**src/rtl/ula_pkg.sv**
```systemverilog
// Shared types and 7-segment constants for the ALU result display.
package ula_pkg;

  typedef enum logic [1:0] {
    IDLE,
    LOAD,
    CONVERT,
    SHOW
  } state_e;

  // Active-low segment codes, bit order {g,f,e,d,c,b,a}.
  localparam logic [6:0] SEG_BLANK = 7'b1111111;
  localparam logic [6:0] SEG_MINUS = 7'b0111111;
  localparam logic [6:0] SEG_O     = 7'b0100011;

  localparam logic [6:0] SEG_DIGITS [10] = '{
    7'b1000000, 7'b1111001, 7'b0100100, 7'b0110000, 7'b0011001,
    7'b0010010, 7'b0000010, 7'b1111000, 7'b0000000, 7'b0010000
  };

endpackage

```
**src/rtl/ula_display_if.sv**
```systemverilog
// Result handshake from the ALU into the display stage.
interface ula_display_if #(
  parameter int DATA_W = 6
) ();

  logic              in_valid;
  logic              in_ready;
  logic [DATA_W-1:0] in_result;
  logic              in_zero;
  logic              in_overflow;
  logic              in_signed;

  modport master (
    output in_valid, in_result, in_zero, in_overflow, in_signed,
    input  in_ready
  );

  modport slave (
    input  in_valid, in_result, in_zero, in_overflow, in_signed,
    output in_ready
  );

endinterface

```
**src/rtl/ula_display_seg7.sv**
```systemverilog
// One 7-segment digit: BCD digit, minus sign, or blank (blank wins).
module seg7_decoder
  import ula_pkg::*;
(
  input  logic [3:0] digit,
  input  logic       blank,
  input  logic       minus,
  output logic [6:0] seg
);

  // NOTE: every output of a combinational block gets a default first, so no path infers a latch.
  always_comb begin
    seg = SEG_BLANK;
    if (!blank) begin
      if (minus) begin
        seg = SEG_MINUS;
      end else if (digit <= 4'd9) begin
        seg = SEG_DIGITS[digit];
      end
    end
  end

endmodule

```
**src/rtl/ula_display.sv**
```systemverilog
// ALU output stage: serial shift-add-3 binary-to-BCD conversion driving
// sign/tens/ones digits, a blinking overflow indicator and flag LEDs.
module ula_display
  import ula_pkg::*;
#(
  parameter int DATA_W    = 6,
  parameter int BLINK_DIV = 25_000_000
) (
  input  logic          CLOCK_50,
  input  logic          reset,
  ula_display_if.slave  alu,
  output logic [6:0]    HEX0,
  output logic [6:0]    HEX1,
  output logic [6:0]    HEX2,
  output logic [6:0]    HEX3,
  output logic          zero_led,
  output logic          ovf_led,
  output logic          done
);

  localparam int CW = $clog2(DATA_W + 1);
  localparam int BW = $clog2(BLINK_DIV + 1);

  state_e            state_q, state_d;
  logic [DATA_W-1:0] result_q, result_d;
  logic              zero_q, zero_d;
  logic              ovf_q, ovf_d;
  logic              signed_q, signed_d;
  logic              neg_q, neg_d;
  logic [DATA_W-1:0] mag_q, mag_d;
  logic [7:0]        bcd_q, bcd_d;
  logic [CW-1:0]     cnt_q, cnt_d;
  logic              fresh_q, fresh_d;
  logic [6:0]        hex0_q, hex0_d;
  logic [6:0]        hex1_q, hex1_d;
  logic [6:0]        hex2_q, hex2_d;
  logic              zero_led_q, zero_led_d;
  logic              ovf_led_q, ovf_led_d;
  logic              done_q, done_d;
  logic [BW-1:0]     blink_cnt_q, blink_cnt_d;
  logic              blink_phase_q, blink_phase_d;

  logic [7:0]        adj;
  logic              show_update;
  logic [6:0]        seg_ones, seg_tens, seg_sign;

  seg7_decoder u_ones (.digit(bcd_q[3:0]), .blank(1'b0),                .minus(1'b0), .seg(seg_ones));
  seg7_decoder u_tens (.digit(bcd_q[7:4]), .blank(bcd_q[7:4] == 4'd0), .minus(1'b0), .seg(seg_tens));
  seg7_decoder u_sign (.digit(4'd0),       .blank(!neg_q),              .minus(1'b1), .seg(seg_sign));

  assign alu.in_ready = (state_q == IDLE) || (state_q == SHOW);

  // fresh_q marks the first SHOW cycle, whose closing edge publishes the new result.
  assign show_update = (state_q == SHOW) && fresh_q;

  always_comb begin
    state_d       = state_q;
    result_d      = result_q;
    zero_d        = zero_q;
    ovf_d         = ovf_q;
    signed_d      = signed_q;
    neg_d         = neg_q;
    mag_d         = mag_q;
    bcd_d         = bcd_q;
    cnt_d         = cnt_q;
    fresh_d       = fresh_q;
    hex0_d        = hex0_q;
    hex1_d        = hex1_q;
    hex2_d        = hex2_q;
    zero_led_d    = zero_led_q;
    ovf_led_d     = ovf_led_q;
    done_d        = 1'b0;
    blink_cnt_d   = blink_cnt_q;
    blink_phase_d = blink_phase_q;
    adj           = bcd_q;

    case (state_q)
      IDLE, SHOW: begin
        if (show_update) begin
          hex0_d     = seg_ones;
          hex1_d     = seg_tens;
          hex2_d     = seg_sign;
          zero_led_d = zero_q;
          ovf_led_d  = ovf_q;
          done_d     = 1'b1;
          fresh_d    = 1'b0;
        end
        if (alu.in_valid) begin
          result_d = alu.in_result;
          zero_d   = alu.in_zero;
          ovf_d    = alu.in_overflow;
          signed_d = alu.in_signed;
          state_d  = LOAD;
        end
      end
      LOAD: begin
        neg_d   = signed_q && result_q[DATA_W-1];
        mag_d   = neg_d ? (~result_q + 1'b1) : result_q;
        bcd_d   = 8'd0;
        cnt_d   = '0;
        state_d = CONVERT;
      end
      CONVERT: begin
        if (adj[3:0] >= 4'd5) adj[3:0] = adj[3:0] + 4'd3;
        if (adj[7:4] >= 4'd5) adj[7:4] = adj[7:4] + 4'd3;
        {bcd_d, mag_d} = {adj, mag_q} << 1;
        cnt_d = cnt_q + 1'b1;
        if (cnt_q == CW'(DATA_W - 1)) begin
          state_d = SHOW;
          fresh_d = 1'b1;
        end
      end
      default: state_d = IDLE;
    endcase

    // Blink phase restarts visible on every publish and only runs while the LED is lit.
    if (show_update) begin
      blink_cnt_d   = '0;
      blink_phase_d = ovf_q;
    end else if (ovf_led_q) begin
      if (blink_cnt_q == BW'(BLINK_DIV - 1)) begin
        blink_cnt_d   = '0;
        blink_phase_d = !blink_phase_q;
      end else begin
        blink_cnt_d = blink_cnt_q + 1'b1;
      end
    end else begin
      blink_cnt_d   = '0;
      blink_phase_d = 1'b0;
    end
  end

  // NOTE: sequential state uses non-blocking assignments only, so every flop samples pre-edge values.
  always_ff @(posedge CLOCK_50) begin
    if (reset) begin
      state_q       <= IDLE;
      result_q      <= '0;
      zero_q        <= 1'b0;
      ovf_q         <= 1'b0;
      signed_q      <= 1'b0;
      neg_q         <= 1'b0;
      mag_q         <= '0;
      bcd_q         <= 8'd0;
      cnt_q         <= '0;
      fresh_q       <= 1'b0;
      hex0_q        <= SEG_BLANK;
      hex1_q        <= SEG_BLANK;
      hex2_q        <= SEG_BLANK;
      zero_led_q    <= 1'b0;
      ovf_led_q     <= 1'b0;
      done_q        <= 1'b0;
      blink_cnt_q   <= '0;
      blink_phase_q <= 1'b0;
    end else begin
      state_q       <= state_d;
      result_q      <= result_d;
      zero_q        <= zero_d;
      ovf_q         <= ovf_d;
      signed_q      <= signed_d;
      neg_q         <= neg_d;
      mag_q         <= mag_d;
      bcd_q         <= bcd_d;
      cnt_q         <= cnt_d;
      fresh_q       <= fresh_d;
      hex0_q        <= hex0_d;
      hex1_q        <= hex1_d;
      hex2_q        <= hex2_d;
      zero_led_q    <= zero_led_d;
      ovf_led_q     <= ovf_led_d;
      done_q        <= done_d;
      blink_cnt_q   <= blink_cnt_d;
      blink_phase_q <= blink_phase_d;
    end
  end

  assign HEX0     = hex0_q;
  assign HEX1     = hex1_q;
  assign HEX2     = hex2_q;
  assign HEX3     = (ovf_led_q && blink_phase_q) ? SEG_O : SEG_BLANK;
  assign zero_led = zero_led_q;
  assign ovf_led  = ovf_led_q;
  assign done     = done_q;

endmodule

```
**src/flat_wrapper.sv**
```systemverilog
// flat-port wrapper written by rule: the top's interface ports become plain ports
module ula_display_flat import ula_pkg::*;
#(
  parameter int DATA_W    = 6,
  parameter int BLINK_DIV = 25_000_000
)
  (CLOCK_50, reset, HEX0, HEX1, HEX2, HEX3, zero_led, ovf_led, done, alu_in_valid, alu_in_result, alu_in_zero, alu_in_overflow, alu_in_signed, alu_in_ready);
  ula_display_if #(.DATA_W(DATA_W)) alu_i ();
  input  logic CLOCK_50;
  input  logic reset;
  output logic [6:0] HEX0;
  output logic [6:0] HEX1;
  output logic [6:0] HEX2;
  output logic [6:0] HEX3;
  output logic zero_led;
  output logic ovf_led;
  output logic done;
  input wire logic [$bits(alu_i.in_valid)-1:0] alu_in_valid;
  input wire logic [$bits(alu_i.in_result)-1:0] alu_in_result;
  input wire logic [$bits(alu_i.in_zero)-1:0] alu_in_zero;
  input wire logic [$bits(alu_i.in_overflow)-1:0] alu_in_overflow;
  input wire logic [$bits(alu_i.in_signed)-1:0] alu_in_signed;
  output wire logic [$bits(alu_i.in_ready)-1:0] alu_in_ready;
  assign alu_i.in_valid = alu_in_valid;
  assign alu_i.in_result = alu_in_result;
  assign alu_i.in_zero = alu_in_zero;
  assign alu_i.in_overflow = alu_in_overflow;
  assign alu_i.in_signed = alu_in_signed;
  assign alu_in_ready = alu_i.in_ready;
  ula_display #(.DATA_W(DATA_W), .BLINK_DIV(BLINK_DIV)) u_core (.CLOCK_50(CLOCK_50), .reset(reset), .alu(alu_i), .HEX0(HEX0), .HEX1(HEX1), .HEX2(HEX2), .HEX3(HEX3), .zero_led(zero_led), .ovf_led(ovf_led), .done(done));
endmodule
```
**config.mk**
```make
export PLATFORM = sky130hd
export DESIGN_NAME = ula_display_flat
export DESIGN_NICKNAME = d
export VERILOG_FILES = /design/src/rtl/ula_pkg.sv /design/src/rtl/ula_display_if.sv /design/src/rtl/ula_display_seg7.sv /design/src/rtl/ula_display.sv /design/src/flat_wrapper.sv
export SDC_FILE = /design/constraint.sdc
export NUM_CORES = 1
export LEC_CHECK = 0
export CAP_MARGIN = 20
export CORE_MARGIN = 4
export CORE_UTILIZATION = 45
export CTS_BUF_LIST = sky130_fd_sc_hd__clkbuf_4
export CTS_CLUSTER_SIZE = 40
export DETAILED_ROUTE_END_ITERATION = 16
export GPL_ROUTABILITY_DRIVEN = 0
export PLACE_DENSITY_LB_ADDON = 0.12
export SLEW_MARGIN = 20
export SYNTH_ARGS = -nofsm -noshare
export SYNTH_HDL_FRONTEND = slang
export SYNTH_SLANG_ARGS = --single-unit
```
**constraint.sdc**
```tcl
create_clock -name CLOCK_50 -period 2.9 [get_ports CLOCK_50]
set_clock_uncertainty 0.2 [all_clocks]
set_input_delay 0.58 -clock CLOCK_50 [delete_from_list [all_inputs] [get_ports CLOCK_50]]
set_output_delay 0.58 -clock CLOCK_50 [all_outputs]
set_load 0.005 [all_outputs]
```
==> summary.md <==
| Metric | Value |
|---|---|
| Post-CTS Hold Buffers | 0 |
| Ant diodes | 0 |
| Synthesized area per cell | 8.36 um^2 |
| Grt ovf | 0 |
| Power Dens Cells | around 620 nW/um^2 |
| Hold Path End | u_core.zero_led |
| Worst-path clk slew | 0.12 ns |
| Rows | 32 |
| Number of flops mapped to enable cells by yosys | 0 |
| Syn Std Cell Area | 3690 um^2 |
| Setup total negative slack | 0 ns |
| CTS sink cnt | between 70 and 80 |
| CP Class | flop to output port |
| Die W | 98.5 um |
| Core box area | 7850 um^2 |
| Setup-failing EPs final | 0 |
| Syn-to-layout area delta | 15.4% |
| Hold_sp | u_core.zero_led |
| Initial antenna violation count | 0 |
| Synth Flop Type | dfxtp_1 |
| Worst reg2reg path depth | 7 |
| Final Hold Fails | 0 |
| Yosys warns | 0 |
| Crit Path Max Fanout | 4 |
| Drt first pass iters | 4 |
| First-pass GRT wire length | 12.7 mm |
| Post-synthesis async set-or-reset flop share | 0% |
| Crit end category | output port |
| Tmin final | 2.55 ns |
| Dpl cell area | just over 4000 um^2 |
| Final worst path period share | 88.0% |
| DR WL/cell | 12.8 um |
| CP startpoint | u_core.state_q[0] |
| Vias in the first global route | 2747 |
| H-tree levels | 3 |
| Worst Setup Start Kind | flop |
| Slew Viols, Final | 0 |
| NumNets Final | 500 |
| Initial core utilization | ~47% |
| Cell with the most instances after synthesis | dfxtp_1 |
| Crit Reg-Reg Endpoint | u_core.HEX1[4] |
| CTS tree | yes |
| PortBufs | 34 |
| Distinct cells, synth | 50 |
| Relative slew slack | a little over half |
| RSZ-0062 raised after global routing | no |
| Syn Inst Count | approximately 440 |
| Synth Register Bits | 74 |
| Met3 Use GR | roughly 4.3% |
| GRT busiest layer | met2 |
| Worst Tran Pin Value | 0.717 ns |
| I/O pin count | 44 |
| Seq/Total Area, Yosys | 40.2% |
| First DRT Iteration DRCs | 78 |
| Largest net degree at the start of global routing | 42 |
| Gates resized, CTS repair | 0 |
| Vias per inst | 5.06 |
| Fraction of final layout cells sized beyond drive strength 1 | around 8.4% |
| Worst-Skew Late Latency | 0.42 ns |
| Worst path required time | 2.12 ns |
| Met2 GRT Util | 25.3% |
| Max Cap Violations | 0 |
| Via Count | 2920 |
| Hpwl dp | a little over 5 mm |
| Worst reg-to-reg setup slack | 0.64 ns |
| Synth area leaders | dfxtp_1, ha_1, nor2_1, a21oi_1, xnor2_1 |
| Post-synth top cells | dfxtp_1, nor2_1, nand2_1, a21oi_1, o21ai_0 |
| GRT Total Usage | 15.7% |
| Peak VDD IR | 0.621 mV |
| Total CTS buffers | 9 |
| Total power draw | 2.66 mW |
| Post-CTS setup buffers | 0 |
| Die Span Y | roughly 99 um |
| Die ar. | 9710 um^2 |
| Grt met1 use | 20.5% |
| FMAX | 392 MHz |
| Top-area cell type share of the netlist area | 40.2% |
| CTS root buf | clkbuf_4 |
| DRC Markers | 0 |
| Antenna viol nets, final | 0 |
| Crit path DAT | around 1.8 ns |
| Final wirelength | 7.36 mm |
| RR Startpoint | u_core.bcd_q[4] |
| Tightest Hold Check Type | flop to flop |
| Leakage | 1.56 nW |
| Hold depth | 2 |
| Fin area | 4260 um^2 |
| Area leader, netlist | dfxtp_1 |
| Status | completed |
| Max Buffers Root-to-Sink | 2 |
## where the power goes
group          leakage (nW)  internal [mW]  switching (mW)
clock network         0.108          0.529           0.356
registers             0.599           1.09          0.0645
logic                 0.854          0.254           0.359
total                  1.56           1.88           0.779
## metal layers
metal / vias up / wire, um / share of wire, %
met3: 6 / 260 / 3.5
met4: 0 / 78 / 1.1
li1: 1532 / - / -
met5: - / 0 / 0
met1: 1341 / 3580 / 49
met2: 41 / 3440 / 47
## layout make-up
class,instances,area (um^2)
timing repair buffer,42,400
inverter,24,90.1
fill,765,3590
tap,102,128
multi-input combinational,319,1950
clock inverter,6,129
sequential,74,1480
clock buffer,10,75.1
## state kept, by name (all words and copies together), names as in the netlist, 2 cells and up
name                count
u_core.blink_cnt_q     25
u_core.cnt_q            3
u_core.HEX1             7
u_core.bcd_q            8
u_core.result_q         6
u_core.state_q          2
u_core.mag_q            6
u_core.HEX0             7
## layout by cell type (no fill, tap or decap), types with 5 or more instances in the layout
| cell | synthesis | layout |
|---|---|---|
| a21oi_1 | 36 | 36 |
| a22oi_1 | 7 | 7 |
| buf_4 | 12 | 8 |
| clkbuf_4 | 0 | 10 |
| clkdlybuf4s50_1 | 0 | 34 |
| conb_1 | 1 | 9 |
| dfxtp_1 | 74 | 74 |
| ha_1 | 18 | 18 |
| inv_1 | 22 | 22 |
| nand2_1 | 43 | 43 |
| nand2b_1 | 7 | 7 |
| nand3_1 | 22 | 22 |
| nor2_1 | 54 | 54 |
| nor3_1 | 10 | 10 |
| o21ai_0 | 24 | 24 |
| or3_1 | 5 | 5 |
| xnor2_1 | 20 | 20 |
| xor2_1 | 9 | 9 |
## critical path: stages (launching register included)
cell and delay [ns]:
dfxtp_1 0.41, inv_1 0.07, ha_1 0.35, clkdlybuf4s50_1 0.53
## stage by stage
| step | utilization [%] | worst slack, ns | hold WS, ns | instances |
|---|---|---|---|---|
| after floorplan | - | 0.760 | 0.232 | 449 |
| after global placement | 51.6 | 0.606 | 0.245 | 561 |
| after detailed placement | 51.6 | 0.562 | 0.253 | 561 |
| after CTS | 54.2 | 0.303 | 0.272 | 577 |
| after global routing | 54.2 | 0.234 | 0.289 | 577 |
| final | 54.2 | 0.348 | 0.268 | 577 |
## logic make-up (layout without fill, tap and decap cells)
family / count (synthesis) / after routing / synth area share (%)
and+or+nand+nor: 170 / 170 / 23.4
AOI/OAI and AO/OA: 88 / 88 / 14.2
DFF: 74 / 74 / 40.2
buffers and inverters: 56 / 82 / 7.73
xor gates and xnor gates: 29 / 29 / 6.89
adders and majority gates: 18 / 18 / 6.11
muxes: 5 / 5 / 1.39
other: 1 / 9 / 0.102
## worst max-delay path by stage
stage	endpoint	slack (ns)	cells past startpoint
after floorplan	u_core.HEX1[4]	0.76	7
after global placement	u_core.blink_cnt_q[12]	0.61	6
after detailed placement	u_core.blink_cnt_q[9]	0.56	6
after CTS	alu_in_ready	0.30	3
after global routing	alu_in_ready	0.23	3
final	alu_in_ready	0.35	3
Note: power is estimated with default switching activity, not from simulation.
